File: config.mk
export PLATFORM = sky130hd
export DESIGN_NAME = axil_cmd_master
export DESIGN_NICKNAME = d
export VERILOG_FILES = /design/src/rtl/axil_cmd_master.sv
export SDC_FILE = /design/constraint.sdc
export NUM_CORES = 1
export LEC_CHECK = 0
export BUFFER_PORTS_ARGS = -buffer_cell sky130_fd_sc_hd__buf_2
export CAP_MARGIN = 20
export CORE_ASPECT_RATIO = 1.5
export CORE_MARGIN = 5
export CORE_UTILIZATION = 45
export CTS_BUF_LIST = sky130_fd_sc_hd__clkbuf_16
export CTS_CLUSTER_DIAMETER = 200
export DETAILED_ROUTE_END_ITERATION = 7
export PLACE_DENSITY = 0.84
export SLEW_MARGIN = 5
export SYNTH_ARGS = -nofsm -noshare
export SYNTH_HDL_FRONTEND = slang
export SYNTH_SLANG_ARGS = --single-unit
File: constraint.sdc
create_clock -name clk -period 4.2 [get_ports clk]
set_clock_uncertainty 0.05 [all_clocks]
set_input_delay 0.42 -clock clk [delete_from_list [all_inputs] [get_ports clk]]
set_output_delay 0.42 -clock clk [all_outputs]
set_load 0.1 [all_outputs]
File: src/rtl/axil_cmd_master.sv
// Command-stream to single-beat AXI-Lite master, one transaction outstanding at a time.
// Optional response timeout enabled by defining AXIL_MASTER_TIMEOUT_EN.
module axil_cmd_master #(
    parameter int p_timeout_nbits  = 16,
    parameter int p_timeout_cycles = 1000
) (
    input  logic        clk,
    input  logic        reset,

    input  logic        cmd_val,
    output logic        cmd_rdy,
    input  logic        cmd_type,
    input  logic [31:0] cmd_addr,
    input  logic [31:0] cmd_data,
    input  logic [3:0]  cmd_strb,

    output logic        resp_val,
    input  logic        resp_rdy,
    output logic        resp_type,
    output logic [1:0]  resp_status,
    output logic [31:0] resp_data,

    output logic        awvalid,
    input  logic        awready,
    output logic [31:0] awaddr,

    output logic        wvalid,
    input  logic        wready,
    output logic [3:0]  wstrb,
    output logic [31:0] wdata,

    input  logic        bvalid,
    output logic        bready,
    input  logic [1:0]  bresp,

    output logic        arvalid,
    input  logic        arready,
    output logic [31:0] araddr,

    input  logic        rvalid,
    output logic        rready,
    input  logic [1:0]  rresp,
    input  logic [31:0] rdata
);

    typedef enum logic [2:0] {
        ST_IDLE,
        ST_WR,
        ST_WB,
        ST_RD,
        ST_RR,
        ST_RESP
    } state_t;

    state_t      state_reg;
    logic        aw_done_reg;
    logic        w_done_reg;
    logic [31:0] addr_reg;

    logic aw_fire;
    logic w_fire;
    logic aw_done_now;
    logic w_done_now;

    assign aw_fire     = awvalid && awready;
    assign w_fire      = wvalid && wready;
    assign aw_done_now = aw_done_reg || aw_fire;
    assign w_done_now  = w_done_reg || w_fire;

    // Read and write addresses share one latched command address.
    assign awaddr = addr_reg;
    assign araddr = addr_reg;

`ifdef AXIL_MASTER_TIMEOUT_EN
    localparam logic [p_timeout_nbits-1:0] timeout_last = p_timeout_nbits'(p_timeout_cycles - 1);

    logic [p_timeout_nbits-1:0] tmo_cnt_reg;
    logic                       in_wait;
    logic                       leaving_wait;
    logic                       timeout_hit;

    assign in_wait     = (state_reg == ST_WR) || (state_reg == ST_WB) ||
                         (state_reg == ST_RD) || (state_reg == ST_RR);
    assign timeout_hit = in_wait && (tmo_cnt_reg == timeout_last);

    // Any transition out of the current wait state restarts the count.
    assign leaving_wait = ((state_reg == ST_WR) && aw_done_now && w_done_now) ||
                          ((state_reg == ST_WB) && bvalid) ||
                          ((state_reg == ST_RD) && arready) ||
                          ((state_reg == ST_RR) && rvalid) ||
                          timeout_hit;

    always_ff @(posedge clk or negedge reset) begin
        if (!reset) begin
            tmo_cnt_reg <= '0;
        end else if (in_wait && !leaving_wait) begin
            tmo_cnt_reg <= tmo_cnt_reg + 1'b1;
        end else begin
            tmo_cnt_reg <= '0;
        end
    end
`else
    // Timeout parameters only take effect when the counter is built in.
    if ((p_timeout_nbits < 1) || (p_timeout_cycles < 1)) begin : g_timeout_cfg_unused
    end
`endif

    always_ff @(posedge clk or negedge reset) begin
        if (!reset) begin
            state_reg   <= ST_IDLE;
            cmd_rdy     <= 1'b1;
            resp_val    <= 1'b0;
            resp_type   <= 1'b0;
            resp_status <= 2'b00;
            resp_data   <= 32'h0;
            awvalid     <= 1'b0;
            wvalid      <= 1'b0;
            bready      <= 1'b0;
            arvalid     <= 1'b0;
            rready      <= 1'b0;
            addr_reg    <= 32'h0;
            wdata       <= 32'h0;
            wstrb       <= 4'h0;
            aw_done_reg <= 1'b0;
            w_done_reg  <= 1'b0;
        end else begin
            case (state_reg)
                ST_IDLE: begin
                    if (cmd_val) begin
                        cmd_rdy     <= 1'b0;
                        resp_type   <= cmd_type;
                        addr_reg    <= cmd_addr;
                        wdata       <= cmd_data;
                        wstrb       <= cmd_strb;
                        aw_done_reg <= 1'b0;
                        w_done_reg  <= 1'b0;
                        if (cmd_type) begin
                            awvalid   <= 1'b1;
                            wvalid    <= 1'b1;
                            state_reg <= ST_WR;
                        end else begin
                            arvalid   <= 1'b1;
                            state_reg <= ST_RD;
                        end
                    end
                end

                ST_WR: begin
                    if (aw_fire) begin
                        awvalid     <= 1'b0;
                        aw_done_reg <= 1'b1;
                    end
                    if (w_fire) begin
                        wvalid     <= 1'b0;
                        w_done_reg <= 1'b1;
                    end
                    if (aw_done_now && w_done_now) begin
                        bready    <= 1'b1;
                        state_reg <= ST_WB;
                    end
                end

                ST_WB: begin
                    if (bvalid) begin
                        bready      <= 1'b0;
                        resp_status <= bresp;
                        resp_data   <= 32'h0;
                        resp_val    <= 1'b1;
                        state_reg   <= ST_RESP;
                    end
                end

                ST_RD: begin
                    if (arready) begin
                        arvalid   <= 1'b0;
                        rready    <= 1'b1;
                        state_reg <= ST_RR;
                    end
                end

                ST_RR: begin
                    if (rvalid) begin
                        rready      <= 1'b0;
                        resp_status <= rresp;
                        resp_data   <= rdata;
                        resp_val    <= 1'b1;
                        state_reg   <= ST_RESP;
                    end
                end

                ST_RESP: begin
                    if (resp_rdy) begin
                        resp_val  <= 1'b0;
                        cmd_rdy   <= 1'b1;
                        state_reg <= ST_IDLE;
                    end
                end

                default: begin
                    state_reg <= ST_IDLE;
                    cmd_rdy   <= 1'b1;
                    resp_val  <= 1'b0;
                    awvalid   <= 1'b0;
                    wvalid    <= 1'b0;
                    bready    <= 1'b0;
                    arvalid   <= 1'b0;
                    rready    <= 1'b0;
                end
            endcase

`ifdef AXIL_MASTER_TIMEOUT_EN
            // Deliberate abort: drops handshakes mid-flight, the bus needs a reset afterwards.
            if (timeout_hit) begin
                awvalid     <= 1'b0;
                wvalid      <= 1'b0;
                bready      <= 1'b0;
                arvalid     <= 1'b0;
                rready      <= 1'b0;
                resp_status <= 2'b10;
                resp_data   <= 32'hdeaddead;
                resp_val    <= 1'b1;
                state_reg   <= ST_RESP;
            end
`endif
        end
    end

endmodule

# Word level (Yosys, flattened, before mapping)
# Index checks and enable logic that the tools add are counted.
word_totals:
  inputBits: 114
  wordCells: 104
  ff_bits: 115
op_classes:
  n_reduce_logical: 26
  n_mux: 41
  n_eq_ne: 15
  bitwise_logic: 6
op_table:
  columns: ["operator", "n"]
  rows:
  - ["32-bit 2-to-1 mux", 2]
  - ["32-bit case mux with 2 select lines", 1]
  - ["2-bit inequality test (second input constant)", 10]
  - ["4-bit OR reduction", 5]
  - ["1-bit 2-to-1 mux", 18]
  - ["3-bit 2-to-1 mux", 6]
  - ["1-bit case mux with 3 select lines", 6]
  - ["3-bit case mux with 6 select lines", 1]
  - ["3-bit AND reduction", 6]
  - ["4-bit AND reduction", 4]
  - ["3-bit by 2-bit equality test with 1-bit output (second input constant)", 2]
  - ["3-bit equality test (second input constant)", 2]
  - ["2-bit 2-to-1 mux", 3]
  - ["1-bit inverter", 6]
  - ["6-bit AND reduction", 1]
  - ["1-bit case mux with 2 select lines", 2]
  - ["1-bit case mux with 4 select lines", 1]
  - ["2-bit case mux with 2 select lines", 1]
  - ["2-bit nonzero test", 2]
  - ["3-bit by 1-bit equality test with 1-bit output (second input constant)", 1]
  - ["1-bit logical AND", 3]
  - ["3-bit zero test", 1]
  - ["3-bit OR reduction", 1]
  - ["1-bit logical OR", 2]
  - ["2-bit AND reduction", 1]

# Logic depth before layout (Yosys ltp)
depth:
  word_depth: 5
  ltp_mapped: 7
  ltp_nobuf: 4

# Worst setup path after synthesis
# OpenSTA, ideal clock, no wires.
synth_timing:
  path_type: "reg-to-output"
  start: "register addr_reg[0], in the netlist araddr[0]"
  end: "output port awaddr[0]"
  path_stages_with_launch: 2
  required_time_ns: 3.730
  t_arrival_ns: 1.337
  n_path_buf: 1
  setup_slack_ns: 2.393
  path_cell_list: "dfrtp_1 buf_4"
synth_lines:
  columns: ["item", "line_no", "rtl"]
  rows:
  - ["start: declaration", "58", "logic [31:0] addr_reg;"]
  - ["start signal: assignment", "132", "addr_reg <= cmd_addr;"]
  - ["end: declaration", "25", "output logic [31:0] awaddr,"]
# No word-level cell between the ends.

# Worst setup path after layout
layout_timing:
  start: "register state_reg[1]"
  end: "register resp_status[1]"
layout_between:
  elab_chain_len: 3
layout_rtl:
  columns: ["item", "line_no", "rtl"]
  rows:
  - ["start: declaration", "55", "state_t state_reg;"]
  - ["start signal: assignment", "110", "state_reg <= ST_IDLE;"]
  - ["start signal: assignment", "140", "state_reg <= ST_WR;"]
  - ["start signal: assignment", "143", "state_reg <= ST_RD;"]
  - ["3-bit equality test / 3-bit by 2-bit equality test with 1-bit output (equally long branches)", "127", "case (state_reg)"]
  - ["2-bit inequality test (no source line) / 2-bit nonzero test (equally long branches)", null, null]
  - ["3-bit AND reduction (no source line)", null, null]
  - ["end signal: assignment", "166", "resp_status <= bresp;"]
  - ["end signal: assignment", "184", "resp_status <= rresp;"]
  - ["end: declaration", "20", "output logic [1:0] resp_status,"]
# Several ways; a longest one is shown, not always the timed one.
# A chain may end at the register's enable or synchronous reset.

==> run metrics <==
Residual DRC 0; post-DR vias/cell 4.890; Die X 93.46 microns; crit path DAT 2.31 ns; synthesized area per cell 14.08 sq um; cell taking the most area after synthesis dfrtp_1; Starting DRT DRC Count 109; CTS Buffer Depth 2; H-Tree Depth 4; dpl cell area 5808 sq um; Final min period 2.126 ns; Layout Area Growth over Synthesis 38.08%; cells after synthesis 334; largest net degree at the start of global routing 72; die height 135.2 microns; CTS clk-pin slew, worst paths 0.06 ns; crit share post-route 50.62%; RSZ-0062 raised after global routing no; initial core utilization 46.14%; CP Max Fanout 36; DRT Pass-1 Iters 4; first-pass GRT wire length 18.29 mm; clk root buf clkbuf_16; Netlist Area Pre-Place 4702 sq um; total die area 12640 sq um; Post-DRT Antenna Nets 0; final hold vios 0; status finished clean; post-synth cell types 32; M2 GR Usage 33.55%; Pins Over Slew Limit 0; grt met1 use 19.24%; data required time of the worst path 4.38 ns; setup TNS 0 ns; Seq/Total Area, Yosys 61.23%; M3 GR Usage 7.115%; core area 10190 sq um; pre-CTS WS 2.066 ns; HP Class in2async; DRT Wirelength 11.53 mm; Final Net Count 675; Max-Cap Viols 0; vias in the first global route 3761; Yosys reg bits 115; port bufs 255; initial antenna violation count 1; Antenna Cells 0; top cell type's share of synthesized area 60.67%; CTS Hold Buffers Added 0; cts repair resizes 0; grt ovf 0; Worst setup SP type flop; DR vias 3496; endpoints failing setup 0; Relative slew margins 29.69%; Synth Net Count 448; Ports 256; hpwl dp 8.799 mm; clock sink total 115; GR peak layer met2; FF-to-FF setup slack 2.07 ns; Placer Congestion 0.8276; fin area 6492 sq um; routed length per placed instance 16.13 microns; Global Route Usage Sum 18.58%; worst-margin pin slew 1.055 ns; CTS tree built; layout cell share with drive strength beyond 1 63.59%; # rows 45; crit path capture type flop; post-CTS setup buffer count 0; most common cell after layout, fill and taps aside buf_2; post-route setup slack 2.074 ns; ranking of synthesized cells by area dfrtp_1, mux2_2, a22o_1; Max Freq 470.4 MHz; synth warn 0; worst skew pair latency 0.39 ns; CTS Buf Count 17; worst setup path class reg2reg; most frequent cells in the layout buf_2, dfrtp_1, mux2_2; Hold WS 0.08152 ns
metrics by stage:
step / cells / util (%)
after floorplan: 334 / -
after global placement: 682 / 56.99
after detailed placement: 682 / 56.99
after CTS: 714 / 63.44
after global routing: 715 / 63.71
final: 715 / 63.71
cell families after synthesis:
family                 synth area share (%)
flip-flops                            61.23
multiplexers                          16.95
AO/OA/AOI/OAI                         10.09
buffers and inverters                 8.276
AND/OR/NAND/NOR                       3.459
synthesized netlist by cell type (all sizes together):
library cell  count
buf              48
dfrtp           114
nor3              2
or2               1
nand2b            3
a22o             32
o22a              1
a21o              1
o21a              1
o22ai             2
nand3             1
o31ai             1
o221ai            1
mux2i             2
a311o             1
dfstp             1
inv               3
mux2             69
nand3b            2
nand2            12
clkbuf            3
nor4              1
nor2b             1
a31oi             5
nor2              7
a22oi             2
o21ai             6
a21oi            11
path summary, 6_finish.rpt:
check / startpoint / to / cells after the start
min: reset / resp_data[13] / 1
max in group asynchronous: reset / wdata[27] / 2
min reg2reg: resp_status[0] / resp_status[0] / 2
max reg2reg: state_reg[1] / resp_status[1] / 3
max: state_reg[1] / resp_status[1] / 3
min in group clk: rdata[24] / resp_data[24] / 2
critical path, stage by stage (launching register included):
cell,delay (ns)
dfrtp_1,0.67
nand3b_1,0.19
a21o_1,0.83
o21ai_0,0.21
final cells by class:
cell class | count | area [sq um]
clock buffer | 17 | 425.4
clock inverter | 15 | 231.5
fill | 783 | 3699
inverter | 3 | 11.26
multi-input combinational | 165 | 1440
sequential | 115 | 2879
tap | 141 | 176.4
timing repair buffer | 259 | 1329
routing by layer:
| metal | part of all wire, % | vias to the layer above | wire length [microns] |
|---|---|---|---|
| li1 | - | 1616 | - |
| met1 | 35 | 1674 | 4074 |
| met2 | 53 | 188 | 6122 |
| met3 | 10 | 16 | 1163 |
| met4 | 1.4 | 2 | 160 |
| met5 | 0.11 | - | 13 |
Power is left out: the tool's default activity adds up to more than one toggle a clock period on the data nets, which glitch-free logic cannot reach.
